### config.mk
export PLATFORM = sky130hd
export DESIGN_NAME = i2s_rx_deser
export DESIGN_NICKNAME = d
export VERILOG_FILES = /design/src/rtl/i2s_rx_deser.sv
export SDC_FILE = /design/constraint.sdc
export NUM_CORES = 1
export LEC_CHECK = 0
export CORE_MARGIN = 4
export CORE_UTILIZATION = 58
export DETAILED_ROUTE_END_ITERATION = 16
export PLACE_DENSITY_LB_ADDON = 0.1
export SYNTH_ARGS = -nofsm -noshare
export SYNTH_HDL_FRONTEND = slang
export SYNTH_SLANG_ARGS = --single-unit
export TNS_END_PERCENT = 20
### constraint.sdc
create_clock -name HCLK -period 3.74 [get_ports HCLK]
set_input_delay 0.748 -clock HCLK [delete_from_list [all_inputs] [get_ports HCLK]]
set_output_delay 0.748 -clock HCLK [all_outputs]
set_load 0.005 [all_outputs]
### src/rtl/i2s_rx_deser.sv
// I2S microphone receiver: generates SCK/WS from HCLK and deserialises SD.
// Optional macro I2S_RX_MONO_EN keeps only left-slot samples.
module i2s_rx_deser #(
  parameter int CLK_DIV     = 4,
  parameter int SAMPLE_BITS = 24
) (
  input  logic        HCLK,
  input  logic        HRESET,
  input  logic        en,
  input  logic        SD,
  output logic        SCK,
  output logic        WS,
  output logic [31:0] sample_data,
  output logic        sample_channel,
  output logic        sample_valid,
  input  logic        sample_ready,
  output logic        overrun
);

  localparam logic [7:0] DIV_MAX = 8'(CLK_DIV - 1);
  localparam logic [4:0] P_LAST  = 5'(SAMPLE_BITS);

  logic [7:0]             div;
  logic [5:0]             bitcnt;
  logic [SAMPLE_BITS-1:0] shreg;
  logic [SAMPLE_BITS-1:0] shnext;
  logic [31:0]            sext;
  logic [4:0]             p;
  logic                   tick;
  logic                   rise;
  logic                   fall;
  logic                   capture;
  logic                   last;
  logic                   done;
  logic                   ch_in;

  assign tick    = en && (div == DIV_MAX);
  assign rise    = tick && !SCK;
  assign fall    = tick && SCK;
  assign p       = bitcnt[4:0];
  assign capture = rise && (p != 5'd0) && (p <= P_LAST);
  assign last    = rise && (p == P_LAST);
  assign shnext  = {shreg[SAMPLE_BITS-2:0], SD};
  assign sext    = {{(32-SAMPLE_BITS){shnext[SAMPLE_BITS-1]}}, shnext};

  // WS follows the frame half; bitcnt only moves on fall events
  assign WS = bitcnt[5];

`ifdef I2S_RX_MONO_EN
  assign done  = last && !bitcnt[5];
  assign ch_in = 1'b0;
`else
  assign done  = last;
  assign ch_in = bitcnt[5];
`endif

  // Divider and bit clock; both idle low while disabled
  always_ff @(posedge HCLK or posedge HRESET) begin
    if (HRESET) begin
      div <= '0;
      SCK <= 1'b0;
    end else if (!en) begin
      div <= '0;
      SCK <= 1'b0;
    end else if (tick) begin
      div <= '0;
      SCK <= ~SCK;
    end else begin
      div <= div + 8'd1;
    end
  end

  // Bit position within the 64-period frame, advanced on SCK falls
  always_ff @(posedge HCLK or posedge HRESET) begin
    if (HRESET) begin
      bitcnt <= '0;
    end else if (!en) begin
      bitcnt <= '0;
    end else if (fall) begin
      bitcnt <= bitcnt + 6'd1;
    end
  end

  // Shift SD in MSB first on rising SCK inside the data window
  always_ff @(posedge HCLK or posedge HRESET) begin
    if (HRESET) begin
      shreg <= '0;
    end else if (!en) begin
      shreg <= '0;
    end else if (capture) begin
      shreg <= shnext;
    end
  end

  // Output holding register with valid/ready handshake and overrun
  always_ff @(posedge HCLK or posedge HRESET) begin
    if (HRESET) begin
      sample_data    <= '0;
      sample_channel <= 1'b0;
      sample_valid   <= 1'b0;
      overrun        <= 1'b0;
    end else begin
      overrun <= 1'b0;
      if (done) begin
        if (!sample_valid || sample_ready) begin
          sample_data    <= sext;
          sample_channel <= ch_in;
          sample_valid   <= 1'b1;
        end else begin
          overrun <= 1'b1;
        end
      end else if (sample_valid && sample_ready) begin
        sample_valid <= 1'b0;
      end
    end
  end

endmodule

Word-level counts from Yosys, hierarchy flattened
Cells that the tools add are included.
{"block": "word_totals", "in_bits": 5, "reg_bits": 65}
{"block": "classes", "n_lt_le_gt_ge": 1, "reduce_logical": 14, "n_mux": 13, "add_sub_neg": 2, "eq_ne": 6, "n_bitwise": 1}
{"operator": "two-way mux 23 bit", "n": 2}
{"operator": "two-way mux 8 bit", "n": 2}
{"operator": "two-way mux 6 bit", "n": 2}
{"operator": "adder 8 x 1 -> 8 bit, second input constant", "n": 1}
{"operator": "== test 8 x 2 -> 1 bit, second input constant", "n": 1}
{"operator": "inequality test 2 x 1 -> 1 bit, second input constant", "n": 4}
{"operator": "logical AND 1 bit", "n": 7}
{"operator": "two-way mux 1 bit", "n": 7}
{"operator": "adder 6 x 1 -> 6 bit, second input constant", "n": 1}
{"operator": "== test 5 bit, second input constant", "n": 1}
{"operator": "less-or-equal comparator 5 bit, second input constant", "n": 1}
{"operator": "nonzero test 5 bit", "n": 1}
{"operator": "AND reduction 2 bit", "n": 2}
{"operator": "zero test 1 bit", "n": 2}
{"operator": "nonzero test 2 bit", "n": 1}
{"operator": "logical OR 1 bit", "n": 1}
{"operator": "NOT 1 bit", "n": 1}

Logic depth before layout (Yosys ltp)
Gate-level depths: netlist (run 1).
{"block": "logic_depth", "ltp_word": 7, "mapped_depth": 8}

Worst setup path before layout (run 1)
OpenSTA, ideal clock, no wires.
{"block": "synth_timing", "kind": "input to register", "startpoint": "input en", "endpoint": "register sample_channel", "n_path_buf": 3, "arrival_ns": 1.978, "setup_time_ns": 0.125, "stages": 7, "setup_slack_ns": 1.637, "t_required_ns": 3.615, "path_cell_list": "clkbuf_1 > nor2b_1 > nand4_1 > nor2b_1 > buf_4 > buf_12 > mux2_4"}
{"block": "synth_between", "elab_chain_len": 4}
{"element": "start, declared", "line_no": "9", "text": "input logic en,"}
{"element": "logical AND 1 bit", "line_no": "37", "text": "assign tick = en && (div == DIV_MAX);"}
{"element": "logical AND 1 bit", "line_no": "38", "text": "assign rise = tick && !SCK;"}
{"element": "logical AND 1 bit", "line_no": "42", "text": "assign last = rise && (p == P_LAST);"}
{"element": "AND reduction 2 bit (no line)"}
{"element": "end signal, assigned", "line_no": "107", "text": "sample_channel <= ch_in;"}
{"element": "end, declared", "line_no": "14", "text": "output logic sample_channel,"}
Every way passes these cells.
A chain may end at the register's enable or synchronous reset.

Worst setup path after layout (run 1)
{"block": "layout_timing", "startpoint": "input en", "endpoint": "register sample_data[6]"}
{"block": "layout_between", "elab_chain_len": 4}
{"element": "logical AND 1 bit", "line_no": "37"}
{"element": "logical AND 1 bit", "line_no": "38"}
{"element": "logical AND 1 bit", "line_no": "42"}
{"element": "AND reduction 2 bit (no line)"}
{"element": "end signal, assigned", "line_no": "106", "text": "sample_data <= sext;"}
{"element": "end, declared", "line_no": "13", "text": "output logic [31:0] sample_data,"}
Every way passes these cells.

==> metrics, run 1 <==
critical path startpoint category input pin; final-report max-slew violation count 0; met1 global-route usage 25.2%; crit path kind input pin to register; Tmin final 2.54 ns; synthesized area per cell roughly 13 um2; placed insts 316; GRT Util Overall between 10% and 20%; Yosys top cell area share a little under three fifths; vias per cell slightly above 5; row cnt 25; Routed Antenna Nets 0; Die ar. 0.00616 mm2; DR WL/cell between 10 and 15 um; DP HPWL 3.42 mm; RSZ-0062 raised after global routing false; power per cell area approximately 400 mW/mm2; Worst slew margin 67.5%; Num Clock Sinks 65; Most Used Layer, Global Route met2; vias in the first global route about 1,800; Area growth syn-to-layout 22.0%; Setup TNS Final 0 ns; async set or reset register ratio after synthesis 100%; CTS tree built; DRT iter0 DRCs 100; # hold bufs at CTS 0; Core ar. between 0.004 and 0.005 mm2; Hold EP sample_data[10]; drt first pass iters 4; Unique masters post-synth 27; period utilization about two thirds; Die W around 80 um; Worst EP required a little under 4 ns; share of cells above drive strength 1 between 10% and 20%; Max Freq a little under 0.4 GHz; element type at the critical path end register; grt ovf 0; register area share after synthesis between 50% and 60%; ranking of synthesized cells by area dfrtp_1, mux2_4, mux2i_1; nets about 270; Yosys top cell by area dfrtp_1; Max Cap Viol 0; ANT cells 0; synthesized area between 0.002 and 0.003 mm2; Post-CTS Setup Bufs 0; beginning of the worst hold path shreg[9]; r2r setup slk ~1.2 ns; # DRC 0; reg2reg end sample_data[6]; status finished clean; Worst Path Buf+Inv 2; CTS Buf Count 9; Synth Instances 220; Hold Crit Depth 1; worst hold path type register to register; hold slack 0.500 ns; Worst path max stage delay around 0.48 ns; RePlAce Congestion 0.781; initial antenna violation count 0; number of port buffers 41; CP max-delay cell clkdlybuf4s50_1; maximum level of the CTS H-tree 3; met3 Resource Use GR 3.67%; final hold vios 0; root buf cell clkbuf_8; Yosys reg bits 65; die height a little under 80 um; Post-synth top flop dfrtp_1; Final Util ~74%; Clock Path Buffers 2; Final setup viols 0; Gates resized, CTS repair 0; latest clock arrival within the worst-skew pair 0.33 ns; Starting Density a little over 60%; routed wire length between 4 and 5 mm; r2r startpoint div[0]; Slew @ Worst Pin 0.485 ns; final cell count without fillers 332; vias between 1,500 and 2,000; critical path, cell by cell clkdlybuf4s50_1 -> nor2b_1 -> nand4_1 -> nor2b_4 -> buf_4 -> mux2_4; family with the most delay on the worst path buffers and inverters; VDD IR max around 0.28 mV; Yosys warning count 0; Clk pin slew, worst setup/hold paths about 0.070 ns; Syn Nets around 230; cell depth of the worst setup path 6; skew final 0.00598 ns; P_leak around 1.8 nW; # IOs 42; largest net degree at the start of global routing 34; R2R depth 6; first-pass GRT wire length 8.63 mm; CP arrival roughly 2.8 ns; Fill cells between 300 and 400; number of flops mapped to enable cells by yosys 0; met2 Track Usage GR 27.4%; CP Max Fanout 15
per-stage QoR:
step                      power (mW)  setup slack, ns  cell area (um2)
after global routing            1.48             1.09             3520
final                           1.42             1.20             3520
after floorplan                0.755             1.37             2880
after global placement         0.772            0.884             3290
after CTS                       1.44             1.19             3520
after detailed placement       0.772            0.842             3290
how the worst max path moves through the flow:
stage | from | endpoint | slack, ns
floorplan | HRESET | SCK | 1.37
global placement | en | sample_data[6] | 0.88
detailed placement | en | sample_data[6] | 0.84
CTS | en | sample_data[6] | 1.19
global route | div[0] | sample_data[6] | 1.09
finish | en | sample_data[6] | 1.20
power by group:
part | switching, mW | internal (mW)
sequential | 0.00641 | 0.707
combinational | 0.0282 | 0.0151
clock | 0.257 | 0.409
cells in the final DEF (no fill, tap or decap):
cell type,instances
nor2b_4,1
nand4_2,1
nand2_1,28
xnor2_1,5
bufinv_16,2
mux2_2,5
clkbuf_8,11
clkdlybuf4s50_1,41
clkinvlp_4,1
ha_1,3
dfrtp_1,65
nor2_1,9
mux2_4,20
mux2i_1,25
nor3_2,1
nand3_1,7
a21boi_1,2
and4b_1,1
buf_4,5
nand2b_1,1
nand4_1,4
and2_1,5
xor2_1,5
nor2b_1,3
and3_1,4
o21ai_0,2
clkinv_2,2
inv_2,1
or3_1,2
nor4b_4,1
inv_1,2
state kept, by name, indices dropped and copies added (netlist names):
register        cells
SCK                 1
bitcnt              6
div                 8
overrun             1
sample_channel      1
sample_data        24
sample_valid        1
shreg              23
synthesized netlist by cell type (3+ instances only):
library cell and count:
buf_4 9, and3_1 4, mux2i_1 25, xor2_1 5
nand3_1 7, nor2b_1 4, mux2_4 20, nand2_1 28
inv_1 3, clkbuf_1 4, xnor2_1 5, and2_1 5
mux2_2 5, nor2_1 9, ha_1 3, nand4_1 4
dfrtp_1 65
metal layers:
layer / vias to the layer above / share of wire [%]
met3: 10 / 2.9
met4: 0 / 1.7
met2: 28 / 48
met1: 859 / 48
li1: 824 / -
met5: - / 0
layout make-up:
| cell class | count | area, um2 | area share (%) |
|---|---|---|---|
| clock buffers | 11 | 151 | 4.30 |
| clock inverters | 5 | 77.6 | 2.20 |
| inverters | 3 | 11.3 | 0.320 |
| multi-input cells | 135 | 1120 | 31.8 |
| flip-flops and latches | 65 | 1630 | 46.2 |
| well taps | 67 | 83.8 | 2.38 |
| repair buffers | 46 | 448 | 12.7 |
cell families after synthesis:
logic type,share of synthesized area [%]
simple gates,12.3
fa+ha+maj,1.30
compound gates,0.868
mux,21.1
xor+xnor,3.04
buf+inv,4.99
flops,56.4
No activity file was read; power rests on OpenSTA's default activity.
==> run 2: changes to the inputs <==
--- a/config.mk
+++ b/config.mk
@@ -6,7 +6,7 @@
 export NUM_CORES = 1
 export LEC_CHECK = 0
 export CORE_MARGIN = 4
-export CORE_UTILIZATION = 58
+export CORE_UTILIZATION = 48
 export DETAILED_ROUTE_END_ITERATION = 16
 export PLACE_DENSITY_LB_ADDON = 0.1
 export SYNTH_ARGS = -nofsm -noshare
==> constraint.sdc (replaced) <==
create_clock -name HCLK -period 2.1 [get_ports HCLK]
set_input_delay 0.42 -clock HCLK [delete_from_list [all_inputs] [get_ports HCLK]]
set_output_delay 0.42 -clock HCLK [all_outputs]
set_load 0.005 [all_outputs]
==> run 2 against run 1 <==
  * Die area rose by 19%
  * Sequential power rose by 78%
  * Register-to-register slack got worse by 1.1 ns
  * Total power rose by 69%
  * Clock skew rose by 0.0011 ns
  * Largest power group unchanged
  * Largest cell class unchanged
==> metrics, run 2 (synthesized netlist as in run 1, its figures left out) <==
worst setup margin between 0.15 and 0.2 ns; skew final 0.00708 ns; DP HPWL approximately 3.3 mm; critical path startpoint category register; CTS Buf Count 9; drt first pass iters 4; placed insts between 300 and 400; ANT cells 0; Routed Antenna Nets 0; GRT Util Overall 15.5%; CP Max Fanout 19; r2r setup slk 0.17 ns; R2R depth 6; most frequent cells in the layout dfrtp_1, clkdlybuf4s50_1, nand2_1; Slew @ Worst Pin between 0.3 and 0.4 ns; Num Clock Sinks 65; largest net degree at the start of global routing 53; CTS tree built; reg2reg end sample_data[18]; maximum level of the CTS H-tree 3; die height about 85 um; DRT iter0 DRCs 87; Worst slew margin slightly below 80%; Die ar. 0.00731 mm2; Fill cells around 460; first-pass GRT wire length 8.68 mm; Largest Register sample_data; latest clock arrival within the worst-skew pair approximately 0.34 ns; Starting Density around 50%; final hold vios 0; # DRC 0; Max Cap Viol 0; met1 global-route usage 20.0%; power per cell area just under 700 mW/mm2; Clock Path Buffers 2; final-report max-slew violation count 0; Tmin final approximately 1.9 ns; Area growth syn-to-layout 23.3%; grt ovf 0; vias in the first global route between 1,500 and 2,000; r2r startpoint div[0]; crit path kind register to register; DR WL/cell approximately 15 um; biggest regs sample_data: 24 flops, shreg: 23 flops, div: 8 flops; RePlAce Congestion 0.751; period utilization around 90%; met3 Resource Use GR 6.53%; root buf cell clkbuf_8; routed wire length around 5 mm; max FFs per register 24; Core ar. approximately 0.0057 mm2; final cell count without fillers 339; status finished clean; CP arrival ~2.2 ns; vias per cell 5.05; P_leak 1.77 nW; share of cells above drive strength 1 a little under 20%; element type at the critical path end register; Post-CTS Setup Bufs 0; # IOs 42; Max Freq roughly 0.52 GHz; commonest non-fill, non-tap cell in the layout dfrtp_1; Clk pin slew, worst setup/hold paths 0.07 ns; Most Used Layer, Global Route met2; met2 Track Usage GR between 20% and 30%; number of port buffers between 40 and 50; Final setup viols 0; VDD IR max about 0.44 mV; initial antenna violation count 0; Die W 85.5 um; nets ~270; vias approximately 1,700; RSZ-0062 raised after global routing false; Worst EP required 2.32 ns; worst hold path type input pin to async pin; Setup Slack @ Placement -0.00894 ns; row cnt 27; Setup TNS Final 0 ns
-- run 2: changes by cell type in the layout (fill, tap and decap cells not counted), sizes merged --
cell,change
clkinvlp,-1
clkbuf,+1
bufinv,-1
buf,+3
-- run 2: final cells by class --
cell class,count,area [um2],share of cell area [%]
clock inverter,3,40.0,1.13
multi-input combinational,135,1120,31.6
timing repair buffer,49,508,14.3
sequential,65,1630,45.8
tap,72,90.1,2.54
inverter,3,11.3,0.317
clock buffer,12,155,4.37
-- run 2: what timing repair did --
item                                   CTS  global route
endpoints found under the hold margin    0             0
setup endpoints to repair                0             1
hold buffers                             0             0
resized for setup                        0             1
-- run 2: power breakdown --
| part | total [mW] | switching (mW) | leakage, nW | internal [mW] |
|---|---|---|---|---|
| logic | 0.0861 | 0.0534 | 0.766 | 0.0327 |
| clock network | 1.05 | 0.443 | 0.102 | 0.603 |
| registers | 1.27 | 0.0129 | 0.906 | 1.26 |
| total | 2.40 | 0.509 | 1.77 | 1.90 |
-- run 2: worst max-delay path, stage by stage (launching register included) --
cell and delay (ns):
dfrtp_1 0.43, ha_2 0.26, nor4b_4 0.22, nand4_1 0.18, nor2b_4 0.17, buf_12 0.20
mux2_2 0.34
-- run 2: worst max-delay path by stage --
stage / start / end / slack (ns) / depth (start not counted)
after CTS: div[0] / sample_data[18] / 0.11 / 6
after floorplan: HRESET / SCK / 0.05 / 1
after global placement: en / sample_data[18] / 0.02 / 6
after detailed placement: en / sample_data[18] / -0.009 / 6
final: div[0] / sample_data[18] / 0.17 / 6
after global routing: div[0] / sample_data[18] / 0.04 / 6
-- run 2: layer usage --
layer	routed length [um]	up-vias
met2	2440	31
met1	2380	854
met3	232	6
met4	41	0
li1	-	822
met5	0	-
-- run 2: stage by stage --
stage          power (mW)  cell area [um2]  hold WS (ns)  utilization, %
2_1_floorplan        1.34             2880         0.469               -
3_3_place_gp         1.38             3360         0.486            59.1
3_5_place_dp         1.38             3360         0.493            59.1
4_1_cts              2.45             3550         0.352            62.6
5_1_grt              2.52             3550         0.358            62.6
6_report             2.40             3550         0.360            62.6
==> run 3: changes to the inputs <==
--- a/config.mk
+++ b/config.mk
@@ -9,6 +9,7 @@
 export CORE_UTILIZATION = 48
 export DETAILED_ROUTE_END_ITERATION = 16
 export PLACE_DENSITY_LB_ADDON = 0.1
+export REMOVE_ABC_BUFFERS = 1
 export SYNTH_ARGS = -nofsm -noshare
 export SYNTH_HDL_FRONTEND = slang
 export SYNTH_SLANG_ARGS = --single-unit
==> run 3 against run 2 <==
  * Combinational power increased by 4.4%
  * Worst setup slack got worse by 0.024 ns
  * Global-route usage about the same
  * Highest routed layer unchanged
  * Largest cell class unchanged
  * Total power increased by 6.1%
  * Critical path type unchanged
  * Clock skew about the same
==> metrics, run 3 (synthesized netlist as in run 1, its figures left out) <==
status finished clean; routed wire length just over 5 mm; Slew @ Worst Pin 0.345 ns; Clock Path Buffers 2; r2r startpoint div[0]; R2R depth 6; CP arrival 2.17 ns; # IOs 42; initial antenna violation count 0; worst hold path type input pin to async pin; latest clock arrival within the worst-skew pair ~0.33 ns; Fill cells between 400 and 500; critical path endpoint sample_data[19]; number of port buffers 41; most frequent cells in the layout dfrtp_1, clkdlybuf4s50_1, nand2_1; vias in the first global route ~1,700; vias roughly 1,700; # hold bufs at CTS 0; Max Cap Viol 0; first-pass GRT wire length between 8 and 9 mm; maximum level of the CTS H-tree 3; RSZ-0062 raised after global routing false; final hold vios 0; root buf cell clkbuf_8; element type at the critical path end register; Die W between 80 and 90 um; Clk pin slew, worst setup/hold paths 0.07 ns; Area growth syn-to-layout 25.0%; period utilization approximately 93%; largest net degree at the start of global routing 66; Core ar. about 0.0057 mm2; Setup TNS Final 0 ns; DRT iter0 DRCs 64; worst setup margin about 0.14 ns; Worst slew margin between 70% and 80%; biggest regs sample_data: 24 flops, shreg: 23 flops, div: 8 flops; Starting Density between 50% and 60%; drt first pass iters 4; Max Freq approximately 0.51 GHz; CTS tree built; # DRC 0; Tmin final just under 2 ns; final-report max-slew violation count 0; critical path startpoint category register; share of cells above drive strength 1 between 20 and 25%; CP startpoint div[0]; commonest non-fill, non-tap cell in the layout dfrtp_1; die height 85.5 um; CP Max Fanout 15; VDD IR max 0.438 mV; grt ovf 0; Final Power ~2.6 mW; GRT Util Overall around 15%; Die ar. 0.00731 mm2; vias per cell approximately 5.0; nets roughly 270; skew final 0.00728 ns; reg2reg end sample_data[19]; CTS Buf Count 9; Worst EP required roughly 2.3 ns; Final setup viols 0; DP HPWL ~3.3 mm; Routed Antenna Nets 0; ANT cells 0; Largest Register sample_data; P_leak 1.80 nW; row cnt 27; DR WL/cell about 15 um; crit path kind register to register; max FFs per register 24; power per cell area 708 mW/mm2; r2r setup slk 0.14 ns; RePlAce Congestion 0.719; Gates resized, CTS repair 0; Num Clock Sinks 65; Setup Slack @ Placement -0.0794 ns; Post-CTS Setup Bufs 0
[run 3: cell count changes in the layout (fill, tap and decap cells not counted), sizes merged]
cell / before / now
clkbuf: 12 / 11
buf: 8 / 9
bufinv: 1 / 2
clkinvlp: 0 / 1
[run 3: layout make-up]
cell class                 count  area [um2]  share of cell area, %
inverter                       3        11.3                  0.312
tap                           72        90.1                   2.50
timing repair buffer          50         528                   14.6
sequential                    65        1630                   45.1
clock inverter                 5        77.6                   2.15
multi-input combinational    135        1120                   31.1
clock buffer                  11         151                   4.20
[run 3: worst min-delay path by stage]
stage	startpoint	to	slack, ns	cells past startpoint
CTS	HRESET	sample_data[23]	0.48	3
global route	HRESET	sample_data[13]	0.49	3
detailed placement	shreg[2]	sample_data[3]	0.49	1
finish	HRESET	sample_data[23]	0.47	3
floorplan	div[0]	div[0]	0.47	1
global placement	shreg[18]	sample_data[19]	0.48	1
[run 3: routing by layer]
metal	global-route usage, %	share of wire (%)	routed length, um	up-vias
li1	-	-	-	831
met1	22.3	49	2470	845
met2	21.8	46	2350	31
met3	3.55	3.4	173	6
met4	7.77	1.3	68	0
met5	0	0	0	-
[run 3: per-stage QoR]
stage | std cells | hold slack, ns | area [um2] | util (%)
final | 341 | 0.466 | 3600 | 63.5
after global routing | 341 | 0.493 | 3600 | 63.5
after CTS | 341 | 0.478 | 3600 | 63.5
after detailed placement | 325 | 0.494 | 3380 | 59.5
after global placement | 325 | 0.483 | 3380 | 59.5
after floorplan | 203 | 0.469 | 2750 | -
[run 3: power by group]
part	internal, mW	switching [mW]	total [mW]
sequential	1.26	0.00941	1.27
clock	0.729	0.464	1.19
combinational	0.0341	0.0558	0.0899
[run 3: worst max-delay path, stage by stage, from the launching register on]
cell and delay [ns]:
dfrtp_1 0.41, ha_1 0.25, nor4b_4 0.26, nand4_1 0.19
nor2b_4 0.20, buf_12 0.18, mux2_2 0.34
